===== src/rtl/dma_benchmark_monitor_if.sv =====
// Engine-side observation bus for the DMA benchmark monitor: engine status in, statistics out.
interface dma_benchmark_monitor_if #(
  parameter int unsigned C_LAT_WIDTH = 32
);
  logic                   engine_valid;
  logic [7:0]             control_byte;
  logic [63:0]            size_at_descriptor;
  logic                   clear;
  logic                   busy;
  logic                   result_valid;
  logic                   timeout;
  logic [63:0]            iter_count;
  logic [63:0]            total_cycles;
  logic [63:0]            total_bytes;
  logic [C_LAT_WIDTH-1:0] min_cycles;
  logic [C_LAT_WIDTH-1:0] max_cycles;

  modport master (
    output engine_valid, control_byte, size_at_descriptor, clear,
    input  busy, result_valid, timeout, iter_count, total_cycles, total_bytes,
           min_cycles, max_cycles
  );

  modport slave (
    input  engine_valid, control_byte, size_at_descriptor, clear,
    output busy, result_valid, timeout, iter_count, total_cycles, total_bytes,
           min_cycles, max_cycles
  );
endinterface


===== src/rtl/dma_benchmark_monitor.sv =====
// Passive benchmark monitor: times each iteration between start/EOP events and accumulates
// count, total/min/max latency and bytes; results freeze in DONE for consistent host readback.
module dma_benchmark_monitor #(
  parameter int unsigned C_EOP_BIT        = 3,
  parameter int unsigned C_LAT_WIDTH      = 32,
  parameter int unsigned C_TIMEOUT_CYCLES = 0
) (
  input  logic                    clk_i,
  input  logic                    rst_i,
  dma_benchmark_monitor_if.slave  mon
);

  typedef enum logic [1:0] {S_IDLE, S_RUN, S_DONE} state_e;

  localparam logic [C_LAT_WIDTH-1:0] LAT_ONE = C_LAT_WIDTH'(1);
  localparam logic [C_LAT_WIDTH-1:0] LAT_MAX = {C_LAT_WIDTH{1'b1}};
  localparam logic [C_LAT_WIDTH-1:0] LAT_TMO = C_LAT_WIDTH'(C_TIMEOUT_CYCLES);
  localparam bit                     TMO_EN  = (C_TIMEOUT_CYCLES != 0);
  localparam logic [7:0]             EOP_MSK = 8'(1) << C_EOP_BIT;

  state_e                 state_q, state_d;
  logic                   valid_q;
  logic [C_LAT_WIDTH-1:0] cur_q, cur_d;
  logic [C_LAT_WIDTH-1:0] min_q, min_d;
  logic [C_LAT_WIDTH-1:0] max_q, max_d;
  logic [C_LAT_WIDTH-1:0] min_out_q, min_out_d;
  logic [63:0]            iter_q, iter_d;
  logic [63:0]            tcyc_q, tcyc_d;
  logic [63:0]            tbytes_q, tbytes_d;
  logic                   timeout_q, timeout_d;
  logic                   busy_q, busy_d;
  logic                   rvalid_q, rvalid_d;

  logic rise, eop, start, clr, eop_hit, tmo_hit;

  // Event decode; a start always beats CLEAR, and CLEAR always beats EOP.
  assign rise    = mon.engine_valid & ~valid_q;
  assign eop     = |(mon.control_byte & EOP_MSK);
  assign start   = rise && (state_q != S_RUN);
  assign clr     = mon.clear && !start;
  assign eop_hit = (state_q == S_RUN) && eop && !clr;
  assign tmo_hit = TMO_EN && (state_q == S_RUN) && !eop && !clr && (cur_q == LAT_TMO);

  // State register
  always_ff @(posedge clk_i) begin
    if (rst_i) state_q <= S_IDLE;
    else       state_q <= state_d;
  end

  // Next-state logic
  always_comb begin
    state_d = state_q;
    case (state_q)
      S_IDLE: if (start) state_d = S_RUN;
      S_RUN:  if (!mon.engine_valid || tmo_hit) state_d = S_DONE;
      S_DONE: begin
        if (start)    state_d = S_RUN;
        else if (clr) state_d = S_IDLE;
      end
      default: state_d = S_IDLE;
    endcase
  end

  // Statistics and output next values
  always_comb begin
    cur_d     = cur_q;
    min_d     = min_q;
    max_d     = max_q;
    iter_d    = iter_q;
    tcyc_d    = tcyc_q;
    tbytes_d  = tbytes_q;
    timeout_d = timeout_q;
    if (start || clr) begin
      if (start || state_q == S_RUN) cur_d = LAT_ONE;
      min_d     = LAT_MAX;
      max_d     = '0;
      iter_d    = '0;
      tcyc_d    = '0;
      tbytes_d  = '0;
      timeout_d = 1'b0;
    end else if (eop_hit) begin
      cur_d    = LAT_ONE;
      iter_d   = iter_q + 64'(1);
      tcyc_d   = tcyc_q + 64'(cur_q);
      tbytes_d = tbytes_q + mon.size_at_descriptor;
      if (cur_q < min_q) min_d = cur_q;
      if (cur_q > max_q) max_d = cur_q;
    end else if (state_q == S_RUN) begin
      if (cur_q != LAT_MAX) cur_d = cur_q + LAT_ONE;
      if (tmo_hit) timeout_d = 1'b1;
    end
    min_out_d = (iter_d == 64'(0)) ? '0 : min_d;
    busy_d    = (state_d == S_RUN);
    rvalid_d  = (state_d == S_DONE);
  end

  // valid_q resets high so a level already present at reset release is not a start
  always_ff @(posedge clk_i) begin
    if (rst_i) begin
      valid_q   <= 1'b1;
      cur_q     <= '0;
      min_q     <= LAT_MAX;
      max_q     <= '0;
      min_out_q <= '0;
      iter_q    <= '0;
      tcyc_q    <= '0;
      tbytes_q  <= '0;
      timeout_q <= 1'b0;
      busy_q    <= 1'b0;
      rvalid_q  <= 1'b0;
    end else begin
      valid_q   <= mon.engine_valid;
      cur_q     <= cur_d;
      min_q     <= min_d;
      max_q     <= max_d;
      min_out_q <= min_out_d;
      iter_q    <= iter_d;
      tcyc_q    <= tcyc_d;
      tbytes_q  <= tbytes_d;
      timeout_q <= timeout_d;
      busy_q    <= busy_d;
      rvalid_q  <= rvalid_d;
    end
  end

  assign mon.busy         = busy_q;
  assign mon.result_valid = rvalid_q;
  assign mon.timeout      = timeout_q;
  assign mon.iter_count   = iter_q;
  assign mon.total_cycles = tcyc_q;
  assign mon.total_bytes  = tbytes_q;
  assign mon.min_cycles   = min_out_q;
  assign mon.max_cycles   = max_q;

endmodule

===== src/flat_wrapper.sv =====
// flat-port wrapper written by rule: the top's interface ports become plain ports
module dma_benchmark_monitor_flat 
#(
  parameter int unsigned C_EOP_BIT        = 3,
  parameter int unsigned C_LAT_WIDTH      = 32,
  parameter int unsigned C_TIMEOUT_CYCLES = 0
)
  (clk_i, rst_i, mon_engine_valid, mon_control_byte, mon_size_at_descriptor, mon_clear, mon_busy, mon_result_valid, mon_timeout, mon_iter_count, mon_total_cycles, mon_total_bytes, mon_min_cycles, mon_max_cycles);
  dma_benchmark_monitor_if #(.C_LAT_WIDTH(C_LAT_WIDTH)) mon_i ();
  input  logic clk_i;
  input  logic rst_i;
  input wire logic [$bits(mon_i.engine_valid)-1:0] mon_engine_valid;
  input wire logic [$bits(mon_i.control_byte)-1:0] mon_control_byte;
  input wire logic [$bits(mon_i.size_at_descriptor)-1:0] mon_size_at_descriptor;
  input wire logic [$bits(mon_i.clear)-1:0] mon_clear;
  output wire logic [$bits(mon_i.busy)-1:0] mon_busy;
  output wire logic [$bits(mon_i.result_valid)-1:0] mon_result_valid;
  output wire logic [$bits(mon_i.timeout)-1:0] mon_timeout;
  output wire logic [$bits(mon_i.iter_count)-1:0] mon_iter_count;
  output wire logic [$bits(mon_i.total_cycles)-1:0] mon_total_cycles;
  output wire logic [$bits(mon_i.total_bytes)-1:0] mon_total_bytes;
  output wire logic [$bits(mon_i.min_cycles)-1:0] mon_min_cycles;
  output wire logic [$bits(mon_i.max_cycles)-1:0] mon_max_cycles;
  assign mon_i.engine_valid = mon_engine_valid;
  assign mon_i.control_byte = mon_control_byte;
  assign mon_i.size_at_descriptor = mon_size_at_descriptor;
  assign mon_i.clear = mon_clear;
  assign mon_busy = mon_i.busy;
  assign mon_result_valid = mon_i.result_valid;
  assign mon_timeout = mon_i.timeout;
  assign mon_iter_count = mon_i.iter_count;
  assign mon_total_cycles = mon_i.total_cycles;
  assign mon_total_bytes = mon_i.total_bytes;
  assign mon_min_cycles = mon_i.min_cycles;
  assign mon_max_cycles = mon_i.max_cycles;
  dma_benchmark_monitor #(.C_EOP_BIT(C_EOP_BIT), .C_LAT_WIDTH(C_LAT_WIDTH), .C_TIMEOUT_CYCLES(C_TIMEOUT_CYCLES)) u_core (.clk_i(clk_i), .rst_i(rst_i), .mon(mon_i));
endmodule

===== config.mk =====
export PLATFORM = sky130hd
export DESIGN_NAME = dma_benchmark_monitor_flat
export DESIGN_NICKNAME = d
export VERILOG_FILES = /design/src/rtl/dma_benchmark_monitor_if.sv /design/src/rtl/dma_benchmark_monitor.sv /design/src/flat_wrapper.sv
export SDC_FILE = /design/constraint.sdc
export NUM_CORES = 1
export LEC_CHECK = 0
export BUFFER_PORTS_ARGS = -buffer_cell sky130_fd_sc_hd__buf_2
export CAP_MARGIN = 20
export CORE_UTILIZATION = 50
export DETAILED_ROUTE_END_ITERATION = 10
export GPL_ROUTABILITY_DRIVEN = 0
export PLACE_DENSITY = 0.76
export SETUP_SLACK_MARGIN = 0.4
export SYNTH_ARGS = -nofsm -noshare
export SYNTH_HDL_FRONTEND = slang
export SYNTH_SLANG_ARGS = --single-unit
export TNS_END_PERCENT = 10

===== constraint.sdc =====
create_clock -name clk_i -period 5.7 [get_ports clk_i]
set_input_delay 1.14 -clock clk_i [delete_from_list [all_inputs] [get_ports clk_i]]
set_output_delay 1.14 -clock clk_i [all_outputs]
set_load 0.02 [all_outputs]

==> impl_table.tex, run 1 <==
\begin{tabular}{lr}
\hline
Metric & Value \\
\hline
\multicolumn{2}{l}{\textbf{Min path}} \\
\quad WHS Endpoint & u\_core.mon.total\_bytes[36] \\
\quad Class of the worst hold path & reg2reg \\
\quad Hold depth & 2 \\
\quad Startpoint of the tightest hold check path & u\_core.mon.total\_bytes[36] \\
\multicolumn{2}{l}{\textbf{Routing}} \\
\quad Routed vias/inst & 5.92 \\
\quad Mean routed wirelength per cell & 17.8 µm \\
\quad Vias post-DR & around 20k \\
\quad Pre-antenna DRT Iters & 7 \\
\quad DRC marker count from the first detailed-route iteration & 1,601 \\
\quad Final wirelength & 60.0 mm \\
\quad Final antenna-violating net count & 0 \\
\quad Drc violations & 0 \\
\multicolumn{2}{l}{\textbf{Finish}} \\
\quad Final instance count without filler cells & 3,377 \\
\quad Layout cells sized above 1 & 15.9\% \\
\quad Area Overhead vs Synth & 17.1\% \\
\quad Most common cell after layout, fill and taps aside & sky130\_fd\_sc\_hd\_\_buf\_2 \\
\quad Final non-filler cell area & between 20,000 and 25,000 µm² \\
\quad Layout Nets & 3,057 \\
\quad Most frequent cells in the layout & sky130\_fd\_sc\_hd\_\_buf\_2, sky130\_fd\_sc\_hd\_\_dfxtp\_1, sky130\_fd\_sc\_hd\_\_nand2\_1 \\
\multicolumn{2}{l}{\textbf{Setup path}} \\
\quad Total buffers and inverters traversed by the critical path & 2 \\
\quad Reg-to-reg slack, setup & 1.43 ns \\
\quad Crit start category & input pin \\
\quad Worst EP arrival & 4.87 ns \\
\quad Endpoint type of the worst setup path & register \\
\quad Number of cells on the critical path & 12 \\
\quad Cells traversed along the worst timing path & buf\_2 > nand4bb\_4 > or4\_1 > or3\_1 > nor4\_1 > xor2\_1 > or4\_1 > nor4\_1 > nand4\_1 > o21ai\_2 > buf\_4 > nor2\_1 \\
\quad Number of cells on the worst reg-to-reg path & 11 \\
\quad Classification of the worst setup path & in2reg \\
\quad Highest fanout seen on the critical path & 32 \\
\quad Launch point of the worst reg-to-reg path & u\_core.mon.iter\_count[10] \\
\quad Slowest-stage cell, CP & sky130\_fd\_sc\_hd\_\_or4\_1 \\
\quad Reg2reg end & u\_core.mon.min\_cycles[6] \\
\quad CP Launch Point & mon\_clear \\
\quad Maximum single-stage delay on the critical path & 0.56 ns \\
\quad Required arrival time at the worst endpoint & 6.14 ns \\
\quad Cell family with most CP delay & simple AND/OR/NAND/NOR gates \\
\multicolumn{2}{l}{\textbf{Job}} \\
\quad Count of max-cap constraint violations & 0 \\
\multicolumn{2}{l}{\textbf{CTS}} \\
\quad Clk sink count & 325 \\
\quad Buffer type at the clock tree root & sky130\_fd\_sc\_hd\_\_clkbuf\_16 \\
\quad Clock tree from TritonCTS & built \\
\quad Post-cts hold buffer count & 0 \\
\quad Number of buffers added for setup after CTS & 0 \\
\quad Register clock-pin slew on the reported worst setup and hold paths & $\sim$0.06 ns \\
\quad Number of buffers added by the clock tree synthesis step & 38 \\
\quad Max H-tree Level & 2 \\
\quad Number of gates resized after cts & 0 \\
\quad Clock latency reported for the late side of the worst-skew pair & 0.56 ns \\
\quad Maximum clock path buffer count & 3 \\
\multicolumn{2}{l}{\textbf{GRT}} \\
\quad Pin count of the biggest net entering global routing & 65 \\
\quad GRT Resource Usage Total & $\sim$28\% \\
\quad Antenna violations before repair & 3 \\
\quad Via count of the first global-routing pass & 18.6k \\
\quad Residual overflow from global routing & 0 \\
\quad Wire length of the first global-routing pass & around 95 mm \\
\multicolumn{2}{l}{\textbf{STA}} \\
\quad Final min period & 4.43 ns \\
\quad Setup Viol. Count Final & 0 \\
\quad Share of the clock period used by the worst path & 77.8\% \\
\quad Max-slew headroom & 29.4\% \\
\quad Setup repair after global routing missed its margin & no \\
\quad Actual transition at the worst max-transition pin & roughly 1.1 ns \\
\quad Peak Freq & 226 MHz \\
\quad Number of failing hold endpoints at the final stage & 0 \\
\quad Total count of max-transition violations in the final report & 0 \\
\quad Worst setup skew after layout & 0.0150 ns \\
\quad Summed negative setup slack over all endpoints & 0 ns \\
\multicolumn{2}{l}{\textbf{Power}} \\
\quad Pwr Total & 5.22 mW \\
\quad Max rail drop VDD & 0.153 mV \\
\quad Ratio of total power to cell area & about 220 nW/µm² \\
\quad Leakage & 10.9 nW \\
\multicolumn{2}{l}{\textbf{Outcome}} \\
\quad Run status & finished clean \\
\multicolumn{2}{l}{\textbf{Synthesis}} \\
\quad Leading area contributor after synthesis & sky130\_fd\_sc\_hd\_\_dfxtp\_1 \\
\quad Mean Syn Cell Area & 7.93 µm² \\
\quad Post-synth top flop & sky130\_fd\_sc\_hd\_\_dfxtp\_1 \\
\quad Synthesized instance count & 2,548 \\
\quad Ys async rst share & 0\% \\
\quad Total of warnings raised by yosys & 0 \\
\quad Sequential cell area fraction in the yosys report & 32.2\% \\
\quad \#FFs+latches synth & 325 \\
\quad Number of flops mapped to enable cells by yosys & 0 \\
\quad Unique cell type count in the Yosys netlist & 84 \\
\quad Cell types occupying the most area after synthesis & sky130\_fd\_sc\_hd\_\_dfxtp\_1, sky130\_fd\_sc\_hd\_\_ha\_1, sky130\_fd\_sc\_hd\_\_nand2\_1 \\
\quad Top-area cell type share of the netlist area & between 30\% and 40\% \\
\quad Synthesized netlist net count & 2,786 \\
\quad Post-synthesis instance area & 20,200 µm² \\
\multicolumn{2}{l}{\textbf{Floorplan}} \\
\quad Die span in y & $\sim$200 µm \\
\quad Number of ports placed on the die boundary & 335 \\
\quad Area of the placeable core & 39,800 µm² \\
\quad Standard-cell rows & 73 \\
\quad Full die area & approximately 41,000 µm² \\
\quad Die boundary width & 203 µm \\
\quad Initial core utilization & between 50\% and 60\% \\
\multicolumn{2}{l}{\textbf{Placed design}} \\
\quad Area post-placement & $\sim$22,000 µm² \\
\quad Placed wire-length estimate & 43.3 mm \\
\quad Number of buffers inserted by port buffering & 326 \\
\quad DP Cell Count & approximately 3.3k \\
\hline
\end{tabular}
==> registers in the layout (all words and copies together), names as in the netlist <==
register / count
u_core.mon.total_bytes: 64
u_core.mon.total_cycles: 64
u_core.mon.max_cycles: 32
u_core.mon.iter_count: 64
u_core.valid_q: 1
u_core.mon.result_valid: 1
u_core.min_q: 32
u_core.state_q: 2
u_core.cur_q: 32
u_core.mon.min_cycles: 32
u_core.mon.busy: 1
==> synth_stat cells, drive strengths merged, types with 4 or more instances <==
cell type	instances
ha	160
dfxtp	325
or4	14
mux2i	54
a21oi	187
nor2b	12
o31ai	38
nand2	321
o21bai	25
a31oi	23
xor2	78
clkbuf	95
mux2	6
and2	16
nor3b	9
o22ai	10
and3	42
nand3	127
a221oi	7
a22o	7
inv	105
nor2	225
a31o	6
a21o	87
o21a	17
xnor2	99
a41oi	4
nor3	50
or3	22
and4	14
buf	28
o21ai	126
o211ai	13
or2	5
a211oi	16
nand2b	28
nand4	71
nor4	12
nand3b	8
==> per-layer routing <==
metal | vias to the layer above | track usage (%) | wire length, µm
met5 | - | 0 | 12
li1 | 9642 | - | -
met3 | 163 | 4.72 | 4370
met2 | 800 | 45.4 | 27000
met4 | 2 | 14.5 | 2830
met1 | 9393 | 36.9 | 25800
==> logic make-up (layout without fill, tap and decap cells) <==
kind of cell,after synthesis,after routing,synth area share (%)
AO/OA/AOI/OAI,605,605,18.9
XOR/XNOR,177,177,7.67
adder cells (fa/ha/maj),162,162,10.1
buffers and inverters,228,529,4.40
flip-flops,325,325,32.2
multiplexers,60,60,3.01
other,1,4,0.0186
AND/OR/NAND/NOR,990,990,23.7
==> through the flow <==
| step | util, % | hold slack, ns | setup WS [ns] |
|---|---|---|---|
| 2_1_floorplan | - | 0.462 | 1.54 |
| 4_1_cts | 59.3 | 0.470 | 1.34 |
| 6_report | 59.4 | 0.471 | 1.27 |
| 5_1_grt | 59.4 | 0.492 | 1.10 |
| 3_5_place_dp | 55.9 | 0.463 | 0.861 |
| 3_3_place_gp | 55.9 | 0.455 | 0.913 |
==> tightest hold or removal path, stage by stage (launching register included) <==
cell                      delay [ns]
sky130_fd_sc_hd__dfxtp_1        0.32
sky130_fd_sc_hd__nand2_1        0.06
sky130_fd_sc_hd__a21oi_1        0.05
==> how the worst max path moves through the flow <==
| stage | to | slack (ns) |
|---|---|---|
| after floorplan | u_core.mon.min_cycles[21] | 1.54 |
| after global placement | u_core.mon.min_cycles[13] | 0.91 |
| after detailed placement | u_core.mon.min_cycles[19] | 0.86 |
| after CTS | u_core.mon.min_cycles[6] | 1.34 |
| after global routing | u_core.mon.min_cycles[19] | 1.10 |
| final | u_core.mon.min_cycles[6] | 1.27 |
==> layout make-up <==
cell class | count | area (µm²)
multi-input cells | 1995 | 12900
repair buffers | 354 | 1850
clock buffers | 51 | 1090
flip-flops and latches | 325 | 6510
diodes | 3 | 7.51
well taps | 525 | 657
inverters | 105 | 394
clock inverters | 19 | 278
fillers | 3573 | 16200
==> power by group <==
group,total [mW],switching [mW],internal [mW]
clock,2.69,1.06,1.63
combinational,0.247,0.164,0.0831
sequential,2.28,0.00569,2.28
Note: power is estimated with default switching activity, not from simulation.
==> inputs of run 2 (changes only) <==
PLACE_DENSITY = 0.79   (was 0.76)
clock period = 3.66 ns   (was 5.7 ns; I/O delays follow)
==> run 2 against run 1 <==
Via count is 3.1% higher. Non-clock buffer count is 121 higher. Clock skew is 0.0067 ns higher. Clock power is 44% higher. Final cell count is 3.5% higher. Count of clock-buffer cells in the layout is 1 lower. Register-to-register slack worse by 1.3 ns. Global-route usage is 0.83 points higher. Wire length is 5.7% higher. Final area is 4.8% higher. Combinational power is 63% higher. Sequential power is 56% higher. Critical path type is now reg2reg. Largest cell class unchanged. Largest power group unchanged.
==> impl_table.tex, run 2 (synthesis gave the netlist of run 1 again) <==
\begin{tabular}{lr}
\hline
Metric & Value \\
\hline
\multicolumn{2}{l}{\textbf{GRT}} \\
\quad GRT Resource Usage Total & 29.3\% (+0.83 points) \\
\quad Antenna violations before repair & 2 (-1) \\
\quad Via count of the first global-routing pass & 19.7k (+5.9\%) \\
\quad Wire length of the first global-routing pass & 98.7 mm (+3.4\%) \\
\quad Pin count of the biggest net entering global routing & 91 (+40\%) \\
\quad Residual overflow from global routing & 0 (unchanged) \\
\multicolumn{2}{l}{\textbf{Power}} \\
\quad Max rail drop VDD & 0.275 mV (+80\%) \\
\quad Comb power frac & 5.1\% (+0.4 points) \\
\quad Int Pwr & 5.92 mW (+48\%) \\
\quad Ratio of total power to cell area & 316 nW/µm² (+43\%) \\
\quad Pwr Total & 7.83 mW (+50\%) \\
\quad Psw & 1.91 mW (+56\%) \\
\quad Clock power share & 49.5\% (-2.0 points) \\
\quad Share of total power in sequential cells & 45.4\% (+1.7 points) \\
\quad Leakage & 11.6 nW (+6.2\%) \\
\quad Switching part of the total power & 24.4\% (+0.91 points) \\
\multicolumn{2}{l}{\textbf{Finish}} \\
\quad Final instance count without filler cells & 3,494 (+3.5\%) \\
\quad Final non-filler cell area & 24,800 µm² (+4.8\%) \\
\quad Most common cell after layout, fill and taps aside & sky130\_fd\_sc\_hd\_\_buf\_2 \\
\quad Layout cells sized above 1 & 20.8\% (+5.0 points) \\
\quad Most frequent cells in the layout & sky130\_fd\_sc\_hd\_\_buf\_2, sky130\_fd\_sc\_hd\_\_nand2\_1, sky130\_fd\_sc\_hd\_\_dfxtp\_1 \\
\quad Area Overhead vs Synth & 22.7\% \\
\quad Layout Nets & 3,178 (+4.0\%) \\
\quad Final design utilization & 62.3\% (+2.8 points) \\
\multicolumn{2}{l}{\textbf{Placed design}} \\
\quad Setup slack after placement & -0.393 ns (-1.25 ns) \\
\quad Area post-placement & 23,200 µm² (+4.2\%) \\
\quad DP Cell Count & 3,418 (+3.5\%) \\
\quad Number of buffers inserted by port buffering & 326 (unchanged) \\
\quad Placed wire-length estimate & 46.4 mm (+7.2\%) \\
\multicolumn{2}{l}{\textbf{Setup path}} \\
\quad Critical path's most frequent cell & sky130\_fd\_sc\_hd\_\_or4\_4 \\
\quad Crit start category & register \\
\quad Required arrival time at the worst endpoint & 4.12 ns (-2.02 ns) \\
\quad Slowest-stage cell, CP & sky130\_fd\_sc\_hd\_\_or4\_4 \\
\quad Reg-to-reg slack, setup & 0.17 ns (-1.26 ns) \\
\quad Cell family with most CP delay & simple AND/OR/NAND/NOR gates \\
\quad Number of cells on the worst reg-to-reg path & 13 (+2) \\
\quad Classification of the worst setup path & reg2reg \\
\quad Cells traversed along the worst timing path & nand4bb\_4 > buf\_6 > or4\_4 > nor3\_4 > nand2\_2 > a2bb2oi\_2 > or4\_4 > nor4\_4 > nand4\_1 > o21ai\_4 > buf\_12 > clkbuf\_16 > nor2\_1 \\
\quad Highest fanout seen on the critical path & 8 (-75\%) \\
\quad Maximum single-stage delay on the critical path & 0.55 ns (about the same) \\
\quad Launch point of the worst reg-to-reg path & u\_core.state\_q[1] \\
\quad Endpoint type of the worst setup path & register \\
\quad Total buffers and inverters traversed by the critical path & 3 (+1) \\
\quad Worst EP arrival & 3.95 ns (-0.92 ns) \\
\quad Reg2reg end & u\_core.mon.min\_cycles[3] \\
\multicolumn{2}{l}{\textbf{STA}} \\
\quad Number of failing hold endpoints at the final stage & 0 (unchanged) \\
\quad Summed negative setup slack over all endpoints & 0 ns (unchanged) \\
\quad Peak Freq & roughly 290 MHz \\
\quad Final min period & 3.49 ns \\
\quad Hold Slack & 0.419 ns (-0.0518 ns) \\
\quad Max-slew headroom & 27.1\% (-2.4 points) \\
\quad Setup WS post-layout & 0.168 ns (-1.10 ns) \\
\quad Share of the clock period used by the worst path & 95.4\% \\
\quad Worst setup skew after layout & 0.0217 ns (+0.00669 ns) \\
\quad Actual transition at the worst max-transition pin & 1.09 ns (+0.0355 ns) \\
\quad Setup repair after global routing missed its margin & yes \\
\quad Setup Viol. Count Final & 0 (unchanged) \\
\quad Total count of max-transition violations in the final report & 0 (unchanged) \\
\multicolumn{2}{l}{\textbf{Routing}} \\
\quad DRC marker count from the first detailed-route iteration & 1,610 (+0.56\%) \\
\quad Final antenna-violating net count & 0 (unchanged) \\
\quad Final wirelength & 63.4 mm (+5.7\%) \\
\quad Mean routed wirelength per cell & 18.2 µm (+2.2\%) \\
\quad Pre-antenna DRT Iters & 6 (-1) \\
\quad Routed vias/inst & 5.90 (-0.33\%) \\
\quad Vias post-DR & 20.6k (+3.1\%) \\
\quad Drc violations & 0 (unchanged) \\
\multicolumn{2}{l}{\textbf{CTS}} \\
\quad Number of buffers added by the clock tree synthesis step & 38 (unchanged) \\
\quad Clock latency reported for the late side of the worst-skew pair & 0.58 ns (+0.02 ns) \\
\quad Register clock-pin slew on the reported worst setup and hold paths & 0.06 ns (about the same) \\
\quad Maximum clock path buffer count & 3 (unchanged) \\
\quad Buffer type at the clock tree root & sky130\_fd\_sc\_hd\_\_clkbuf\_16 \\
\quad Clock tree from TritonCTS & built \\
\quad Max H-tree Level & 2 (unchanged) \\
\quad Clk sink count & 325 (unchanged) \\
\multicolumn{2}{l}{\textbf{Min path}} \\
\quad Startpoint of the tightest hold check path & mon\_engine\_valid \\
\quad WHS Endpoint & u\_core.valid\_q \\
\quad Class of the worst hold path & in2reg \\
\quad Hold depth & 2 (unchanged) \\
\multicolumn{2}{l}{\textbf{Floorplan}} \\
\quad Full die area & 41,200 µm² (unchanged) \\
\quad Initial core utilization & 50.7\% (unchanged) \\
\quad Standard-cell rows & 73 (unchanged) \\
\quad Area of the placeable core & 39,800 µm² (unchanged) \\
\quad Die span in y & 203 µm (unchanged) \\
\quad Die boundary width & 203 µm (unchanged) \\
\quad Number of ports placed on the die boundary & 335 (unchanged) \\
\multicolumn{2}{l}{\textbf{Job}} \\
\quad Count of max-cap constraint violations & 0 (unchanged) \\
\multicolumn{2}{l}{\textbf{Outcome}} \\
\quad Run status & finished clean \\
\hline
\end{tabular}
## run 2: power groups by stage
stage / sequential [mW] / clock, mW / combinational (mW)
6_report: 3.55 / 3.88 / 0.402
4_1_cts: 3.55 / 3.94 / 0.391
3_3_place_gp: 3.63 / 0 / 0.379
3_5_place_dp: 3.63 / 0 / 0.388
2_1_floorplan: 3.64 / 0 / 0.250
5_1_grt: 3.55 / 4.09 / 0.436
## run 2: worst max-delay path by stage
stage	to	cells past startpoint	startpoint
final	u_core.mon.min_cycles[3]	13	u_core.state_q[1]
after global routing	u_core.cur_q[16]	10	u_core.cur_q[9]
after CTS	u_core.mon.min_cycles[21]	12	u_core.state_q[1]
after detailed placement	u_core.mon.min_cycles[21]	12	mon_clear
after global placement	u_core.mon.min_cycles[15]	13	mon_clear
after floorplan	u_core.mon.min_cycles[21]	13	mon_clear
## run 2: layout make-up
class                   instances  area (µm²)
fillers                      3452       15000
multi-input cells            1995       13100
flip-flops and latches        325        6520
repair buffers                475        2830
clock buffers                  50        1080
well taps                     525         657
inverters                     105         394
clock inverters                17         186
diodes                          2        5.00
## run 2: per-layer routing
metal	wire length, µm	part of all wire (%)	global-route usage (%)
met2	28800	45	47.4
met1	26400	42	36.3
met5	0	0	0
met4	3180	5.0	16.1
met3	5090	8.0	5.92
## run 2: timing repair
item	4_1_cts	5_1_grt
endpoints found under the hold margin	0	0
buffers inserted	1	4
hold buffers	0	0
pin swaps	2	17
gates resized for setup	5	58
setup endpoints to repair	47	138
cloned	0	2
